**src/rtl/ps2_scancode_decoder.sv**
```systemverilog
// Set-2 scancode decoder: pops bytes from ps2_keyboard and emits registered key events.
// Optional ASCII translation is built only when PS2_ASCII_LUT_EN is defined.
module ps2_scancode_decoder #(
    parameter int KEY_CNT_W = 8
) (
    input  logic                 clk,
    input  logic                 clrn,
    input  logic [7:0]           data,
    input  logic                 ready,
    input  logic                 overflow,
    output logic                 nextdata_n,
    output logic                 key_valid,
    output logic [7:0]           key_code,
    output logic                 key_ext,
    output logic                 key_release,
    output logic                 key_repeat,
    output logic                 mod_shift,
    output logic                 mod_ctrl,
    output logic                 mod_caps,
    output logic [7:0]           ascii,
    output logic [KEY_CNT_W-1:0] key_count,
    output logic [7:0]           err_cnt,
    output logic                 ovf_seen
);

    typedef enum logic {ST_ACCEPT, ST_DECODE} rx_state_t;
    typedef enum logic [2:0] {PF_NONE, PF_E0, PF_F0, PF_E0F0, PF_PAUSE} prefix_t;

    rx_state_t              state_q, state_d;
    prefix_t                prefix_q, prefix_d;
    logic [7:0]             byte_q, byte_d;
    logic [2:0]             skip_q, skip_d;
    logic                   hold_valid_q, hold_valid_d;
    logic                   hold_ext_q, hold_ext_d;
    logic [7:0]             hold_code_q, hold_code_d;
    logic                   key_valid_q, key_valid_d;
    logic [7:0]             key_code_q, key_code_d;
    logic                   key_ext_q, key_ext_d;
    logic                   key_release_q, key_release_d;
    logic                   key_repeat_q, key_repeat_d;
    logic                   shift_l_q, shift_l_d;
    logic                   shift_r_q, shift_r_d;
    logic                   ctrl_l_q, ctrl_l_d;
    logic                   ctrl_r_q, ctrl_r_d;
    logic                   caps_q, caps_d;
    logic [KEY_CNT_W-1:0]   key_count_q, key_count_d;
    logic [7:0]             err_cnt_q, err_cnt_d;
    logic                   ovf_seen_q, ovf_seen_d;

    logic                   emit;
    logic [7:0]             ev_code;
    logic                   ev_ext;
    logic                   ev_rel;
    logic                   ev_rep;
    logic                   err_inc;

`ifdef PS2_ASCII_LUT_EN
    logic [7:0]             ascii_q, ascii_d;
    logic [7:0]             lut_val;

    function automatic logic [7:0] set2_to_ascii(input logic [7:0] code);
        case (code)
            8'h1C: return 8'h61; 8'h32: return 8'h62; 8'h21: return 8'h63;
            8'h23: return 8'h64; 8'h24: return 8'h65; 8'h2B: return 8'h66;
            8'h34: return 8'h67; 8'h33: return 8'h68; 8'h43: return 8'h69;
            8'h3B: return 8'h6A; 8'h42: return 8'h6B; 8'h4B: return 8'h6C;
            8'h3A: return 8'h6D; 8'h31: return 8'h6E; 8'h44: return 8'h6F;
            8'h4D: return 8'h70; 8'h15: return 8'h71; 8'h2D: return 8'h72;
            8'h1B: return 8'h73; 8'h2C: return 8'h74; 8'h3C: return 8'h75;
            8'h2A: return 8'h76; 8'h1D: return 8'h77; 8'h22: return 8'h78;
            8'h35: return 8'h79; 8'h1A: return 8'h7A;
            8'h45: return 8'h30; 8'h16: return 8'h31; 8'h1E: return 8'h32;
            8'h26: return 8'h33; 8'h25: return 8'h34; 8'h2E: return 8'h35;
            8'h36: return 8'h36; 8'h3D: return 8'h37; 8'h3E: return 8'h38;
            8'h46: return 8'h39;
            8'h29: return 8'h20; 8'h5A: return 8'h0D; 8'h66: return 8'h08;
            default: return 8'h00;
        endcase
    endfunction
`endif

    assign nextdata_n = ~((state_q == ST_ACCEPT) & ready & clrn);

    always_comb begin
        state_d       = state_q;
        prefix_d      = prefix_q;
        byte_d        = byte_q;
        skip_d        = skip_q;
        hold_valid_d  = hold_valid_q;
        hold_ext_d    = hold_ext_q;
        hold_code_d   = hold_code_q;
        key_valid_d   = 1'b0;
        key_code_d    = key_code_q;
        key_ext_d     = key_ext_q;
        key_release_d = key_release_q;
        key_repeat_d  = key_repeat_q;
        shift_l_d     = shift_l_q;
        shift_r_d     = shift_r_q;
        ctrl_l_d      = ctrl_l_q;
        ctrl_r_d      = ctrl_r_q;
        caps_d        = caps_q;
        key_count_d   = key_count_q;
        err_cnt_d     = err_cnt_q;
        ovf_seen_d    = ovf_seen_q | overflow;
        emit          = 1'b0;
        ev_code       = byte_q;
        ev_ext        = (prefix_q == PF_E0) || (prefix_q == PF_E0F0);
        ev_rel        = (prefix_q == PF_F0) || (prefix_q == PF_E0F0);
        ev_rep        = 1'b0;
        err_inc       = 1'b0;
`ifdef PS2_ASCII_LUT_EN
        ascii_d       = ascii_q;
        lut_val       = 8'h00;
`endif

        if (state_q == ST_ACCEPT) begin
            if (ready) begin
                byte_d  = data;
                state_d = ST_DECODE;
            end
        end else begin
            state_d = ST_ACCEPT;
            if (prefix_q == PF_PAUSE) begin
                // The 7 bytes after E1 are swallowed; the last one releases a single Pause event.
                skip_d = skip_q - 3'd1;
                if (skip_q == 3'd1) begin
                    emit     = 1'b1;
                    ev_code  = 8'hE1;
                    ev_ext   = 1'b0;
                    ev_rel   = 1'b0;
                    prefix_d = PF_NONE;
                end
            end else if (byte_q == 8'h00 || byte_q == 8'hFF) begin
                err_inc  = 1'b1;
                prefix_d = PF_NONE;
            end else if (byte_q == 8'hE0) begin
                if (prefix_q == PF_F0 || prefix_q == PF_E0F0)
                    err_inc = 1'b1;
                prefix_d = PF_E0;
            end else if (byte_q == 8'hF0) begin
                if (prefix_q == PF_NONE)
                    prefix_d = PF_F0;
                else if (prefix_q == PF_E0)
                    prefix_d = PF_E0F0;
            end else if (byte_q == 8'hE1 && prefix_q == PF_NONE) begin
                prefix_d = PF_PAUSE;
                skip_d   = 3'd7;
            end else if ((byte_q == 8'hAA || byte_q == 8'hFA) && prefix_q == PF_NONE) begin
                prefix_d = PF_NONE;
            end else begin
                emit     = 1'b1;
                prefix_d = PF_NONE;
            end
        end

        if (err_inc && err_cnt_q != 8'hFF)
            err_cnt_d = err_cnt_q + 8'd1;

        if (emit) begin
            ev_rep        = !ev_rel && hold_valid_q &&
                            (hold_ext_q == ev_ext) && (hold_code_q == ev_code);
            key_valid_d   = 1'b1;
            key_code_d    = ev_code;
            key_ext_d     = ev_ext;
            key_release_d = ev_rel;
            key_repeat_d  = ev_rep;
            if (!ev_rel && !ev_rep) begin
                hold_valid_d = 1'b1;
                hold_ext_d   = ev_ext;
                hold_code_d  = ev_code;
                key_count_d  = key_count_q + KEY_CNT_W'(1);
            end else if (ev_rel && hold_valid_q &&
                         (hold_ext_q == ev_ext) && (hold_code_q == ev_code)) begin
                hold_valid_d = 1'b0;
            end
            if (ev_code == 8'h12 && !ev_ext) shift_l_d = !ev_rel;
            if (ev_code == 8'h59 && !ev_ext) shift_r_d = !ev_rel;
            if (ev_code == 8'h14 && !ev_ext) ctrl_l_d  = !ev_rel;
            if (ev_code == 8'h14 &&  ev_ext) ctrl_r_d  = !ev_rel;
            if (ev_code == 8'h58 && !ev_ext && !ev_rel && !ev_rep)
                caps_d = !caps_q;
`ifdef PS2_ASCII_LUT_EN
            // Case decision uses modifier state from before this event.
            if (!ev_ext && !ev_rel) begin
                lut_val = set2_to_ascii(ev_code);
                if (lut_val >= 8'h61 && lut_val <= 8'h7A &&
                    ((shift_l_q | shift_r_q) ^ caps_q))
                    lut_val = lut_val - 8'h20;
            end
            ascii_d = lut_val;
`endif
        end
    end

    always_ff @(posedge clk or negedge clrn) begin
        if (!clrn) begin
            state_q       <= ST_ACCEPT;
            prefix_q      <= PF_NONE;
            byte_q        <= 8'h00;
            skip_q        <= 3'd0;
            hold_valid_q  <= 1'b0;
            hold_ext_q    <= 1'b0;
            hold_code_q   <= 8'h00;
            key_valid_q   <= 1'b0;
            key_code_q    <= 8'h00;
            key_ext_q     <= 1'b0;
            key_release_q <= 1'b0;
            key_repeat_q  <= 1'b0;
            shift_l_q     <= 1'b0;
            shift_r_q     <= 1'b0;
            ctrl_l_q      <= 1'b0;
            ctrl_r_q      <= 1'b0;
            caps_q        <= 1'b0;
            key_count_q   <= '0;
            err_cnt_q     <= 8'h00;
            ovf_seen_q    <= 1'b0;
        end else begin
            state_q       <= state_d;
            prefix_q      <= prefix_d;
            byte_q        <= byte_d;
            skip_q        <= skip_d;
            hold_valid_q  <= hold_valid_d;
            hold_ext_q    <= hold_ext_d;
            hold_code_q   <= hold_code_d;
            key_valid_q   <= key_valid_d;
            key_code_q    <= key_code_d;
            key_ext_q     <= key_ext_d;
            key_release_q <= key_release_d;
            key_repeat_q  <= key_repeat_d;
            shift_l_q     <= shift_l_d;
            shift_r_q     <= shift_r_d;
            ctrl_l_q      <= ctrl_l_d;
            ctrl_r_q      <= ctrl_r_d;
            caps_q        <= caps_d;
            key_count_q   <= key_count_d;
            err_cnt_q     <= err_cnt_d;
            ovf_seen_q    <= ovf_seen_d;
        end
    end

`ifdef PS2_ASCII_LUT_EN
    always_ff @(posedge clk or negedge clrn) begin
        if (!clrn) ascii_q <= 8'h00;
        else       ascii_q <= ascii_d;
    end
    assign ascii = ascii_q;
`else
    assign ascii = 8'h00;
`endif

    assign key_valid   = key_valid_q;
    assign key_code    = key_code_q;
    assign key_ext     = key_ext_q;
    assign key_release = key_release_q;
    assign key_repeat  = key_repeat_q;
    assign mod_shift   = shift_l_q | shift_r_q;
    assign mod_ctrl    = ctrl_l_q | ctrl_r_q;
    assign mod_caps    = caps_q;
    assign key_count   = key_count_q;
    assign err_cnt     = err_cnt_q;
    assign ovf_seen    = ovf_seen_q;

endmodule
```
**config.mk**
```make
export PLATFORM = sky130hd
export DESIGN_NAME = ps2_scancode_decoder
export DESIGN_NICKNAME = d
export VERILOG_FILES = /design/src/rtl/ps2_scancode_decoder.sv
export SDC_FILE = /design/constraint.sdc
export NUM_CORES = 1
export LEC_CHECK = 0
export CAP_MARGIN = 20
export CORE_MARGIN = 4
export CORE_UTILIZATION = 33
export DETAILED_ROUTE_END_ITERATION = 16
export GPL_TIMING_DRIVEN = 0
export PLACE_DENSITY = 0.62
export RECOVER_POWER = 100
export SLEW_MARGIN = 20
export SYNTH_ARGS = -nofsm -noshare
export SYNTH_HDL_FRONTEND = slang
export SYNTH_SLANG_ARGS = --single-unit
export TNS_END_PERCENT = 1
```
**constraint.sdc**
```tcl
create_clock -name clk -period 3.2 [get_ports clk]
set_input_delay 0.64 -clock clk [delete_from_list [all_inputs] [get_ports clk]]
set_output_delay 0.64 -clock clk [all_outputs]
set_load 0.02 [all_outputs]
```
==> impl_results.md <==
* Crit Path Max Fanout at 10
* Hold buffer count at cts at 0
* Switching portion of total power at 32.5%
* Cell Int Power at 1550 uW
* Worst Setup Slack, final at 0.219 ns
* Mapped Area at 0.00298 mm^2
* Clock-pin slew on the worst setup and hold paths at 0.06 ns
* Layout Skew at 0.00714 ns
* Final setup violation count at 0
* DRT antenna net count at 0
* CTS sink cnt at 59
* Seq cells post-synth at 59
* Unique cell type count in the Yosys netlist at 48
* Final net count at 367
* Fill cell count at 884
* Boundary Pins at 53
* Detailed-route via count at 2331
* P_leak at 0.00169 uW
* Cells after Synth at 288
* Tmin final at 2.98 ns
* CTS Buffer Depth at 2
* Total gr overflow at 0
* Syn_area_per_cell at 10.4 um^2
* Tot Pwr at 2290 uW
* Outcome: complete, but fails checks
* Worst path required time at 2.56 ns
* Slew HR at -10.4%
* Die area at 0.0106 mm^2
* Post CTS Setup Buffer Count at 0
* Seq pwr share at 43.5%
* Final hold vios at 0
* Final Cycle Share at 93.2%
* Fin. max-slew vios at 32
* Maximum clock frequency at 335 MHz
* CTS H-Tree Depth at 3
* Final wirelength at 6.80 mm
* Synth Flop Type: dfrtp_1
* Die Span Y at 103 um
* Num CTS Buffers at 9
* Worst Tran Pin Value at 1.66 ns
* Routability cong. at 0.846
* Initial antenna violation count at 0
* PD cells at 610 mW/mm^2
* Overall die width at 103 um
* Root Buffer: clkbuf_8
* Via density at 5.02
* Comb pwr share at 28.5%
* Initial DRC Count at 181
* Wire per inst at 14.7 um
* Failing checks: max-capacitance violations, max-slew violations
* Min-delay worst type: input port to asynchronous set/reset pin
* Starting Density at 34.0%
* CTS tree: yes
* Async set or reset register ratio after synthesis at 100%
* Core Box Area at 0.00876 mm^2
* Drt pass-1 iters at 4
* Number of global-route vias before repair at 2285
* Number of synthesized flops with an enable pin at 0
* Seq/Total Area, Yosys at 49.5%
* GRT Util Overall at 13.9%
* Unrepaired setup endpoints after global routing: no
* Syn. warnings at 0
* Port bufs at 44
* CTS resizes at 0
* Antenna diode count at 0
* P_sw at 744 uW
* Synthesis-to-layout area growth at 26.0%
* Worst Path Arrival at 2.34 ns
* Layout cell share with drive strength beyond 1 at 12.6%
* Std cell rows at 34
* First-pass GRT wire length at 11.4 mm
* DRC Markers at 0
* Clk Latency, worst-skew pair at 0.34 ns
* Setup WS pre-CTS at 0.240 ns
* Critical Path Source Type: input port
* Post-DP HPWL at 4.95 mm
* Max-cap violations at 1
* Setup crit end kind: output port
* Setup CP Type: input port to output port
* VDD IR max at 0.232 mV
* Pin count of the biggest net entering global routing at 32
* Clock network power share at 27.9%
## stage by stage
| stage | hold slack (ns) | instance area [um^2] | instances | TNS, ns | utilization (%) |
|---|---|---|---|---|---|
| 6_report | 0.212 | 3760 | 464 | 0 | 42.9 |
| 5_1_grt | 0.235 | 3760 | 464 | 0 | 42.9 |
| 4_1_cts | 0.227 | 3790 | 464 | 0 | 43.3 |
| 3_5_place_dp | 0.456 | 3600 | 448 | 0 | 41.1 |
| 3_3_place_gp | 0.452 | 3580 | 447 | -27.97 | 40.9 |
| 2_1_floorplan | 0.344 | 3010 | 295 | 0 | - |
## state kept, by name, summed over array words and instances, names as in the netlist, 3 cells and up
| name | count |
|---|---|
| err_cnt | 8 |
| byte_q | 8 |
| hold_code_q | 8 |
| key_count | 8 |
| key_code | 8 |
| prefix_q | 3 |
| skip_q | 3 |
## cells in the final DEF, fill, tap and decap left out, drive strengths merged, types with 8 or more instances in the layout
cell,instances
nor2,20
xnor2,10
mux2i,8
conb,8
dfrtp,59
buf,13
clkbuf,28
clkdlybuf4s50,9
mux2,12
dlygate4sd3,34
nand4,9
o21ai,12
xor2,12
nand2,26
nand3,12
nor3,10
## kinds of logic after synthesis
| logic type | count (synthesis) | share of synthesized area, % |
|---|---|---|
| other cells | 1 | 0.126 |
| fa+ha+maj | 4 | 1.68 |
| simple gates | 113 | 20.6 |
| xor+xnor | 22 | 6.46 |
| buf+inv | 29 | 4.99 |
| mux | 20 | 7.22 |
| compound gates | 40 | 9.44 |
| flops | 59 | 49.5 |
## synth_stat cells (all sizes together) (2+ instances only)
cell type	instances	share of area [%]
nand2	26	3.3
nor3	10	2.0
mux2	12	4.5
dfrtp	59	50
o31ai	2	0.50
a22o	4	1.2
nor2b	6	1.3
nand2b	2	0.42
a41oi	2	0.59
ha	4	1.7
or3	3	0.63
a21oi	6	1.0
or2	5	1.1
xor2	12	3.5
nor4	6	1.3
nand3	12	2.0
a31oi	3	0.63
o32ai	2	0.59
and3	3	0.63
o21ai	12	2.0
inv	5	0.63
buf	14	3.1
o22a	4	1.2
xnor2	10	2.9
clkbuf	10	1.3
nor2	20	2.5
nand4	9	1.9
mux2i	8	2.7
nor4bb	2	0.67
## layout make-up
| class | count | area (um^2) | share of cell area (%) |
|---|---|---|---|
| flip-flops and latches | 59 | 1480 | 39.3 |
| multi-input cells | 207 | 1370 | 36.3 |
| repair buffers | 45 | 442 | 11.8 |
| clock buffers | 15 | 186 | 4.96 |
| well taps | 108 | 135 | 3.60 |
| plain buffers | 24 | 128 | 3.40 |
| inverters | 5 | 18.8 | 0.500 |
| clock inverters | 1 | 5.00 | 0.133 |
## final timing paths
path | start | end | slack, ns | cells past startpoint
setup / recovery | ready | nextdata_n | 0.22 | 5
hold / removal | clrn | key_code[2] | 0.21 | 1
setup reg to reg | prefix_q[1] | key_count[1] | 0.24 | 7
hold reg to reg | key_count[7] | key_count[7] | 0.46 | 1
max in group asynchronous | clrn | key_count[0] | 1.12 | 2
min in group clk | key_count[7] | key_count[7] | 0.46 | 1
## power groups by stage
stage | clock (uW) | sequential [uW] | combinational, uW
final | 639 | 997 | 654
after global routing | 694 | 1020 | 718
after CTS | 659 | 1000 | 697
after detailed placement | 0 | 1010 | 696
after global placement | 0 | 1010 | 681
after floorplan | 0 | 1080 | 343
## per-layer routing
layer / up-vias / global-route usage (%) / routed length [um]
met5: - / 0 / 0
met2: 47 / 21.7 / 3240
met4: 0 / 5.58 / 118
li1: 1134 / - / -
met1: 1137 / 18.6 / 3100
met3: 13 / 3.59 / 350
## worst max-delay path: stages
cell and delay, ns:
dlygate4sd3_1 0.52, nor2b_1 0.12, clkbuf_1 0.41, nand2_1 0.10
clkdlybuf4s50_1 0.55
Power figures use the tool's default switching activity.
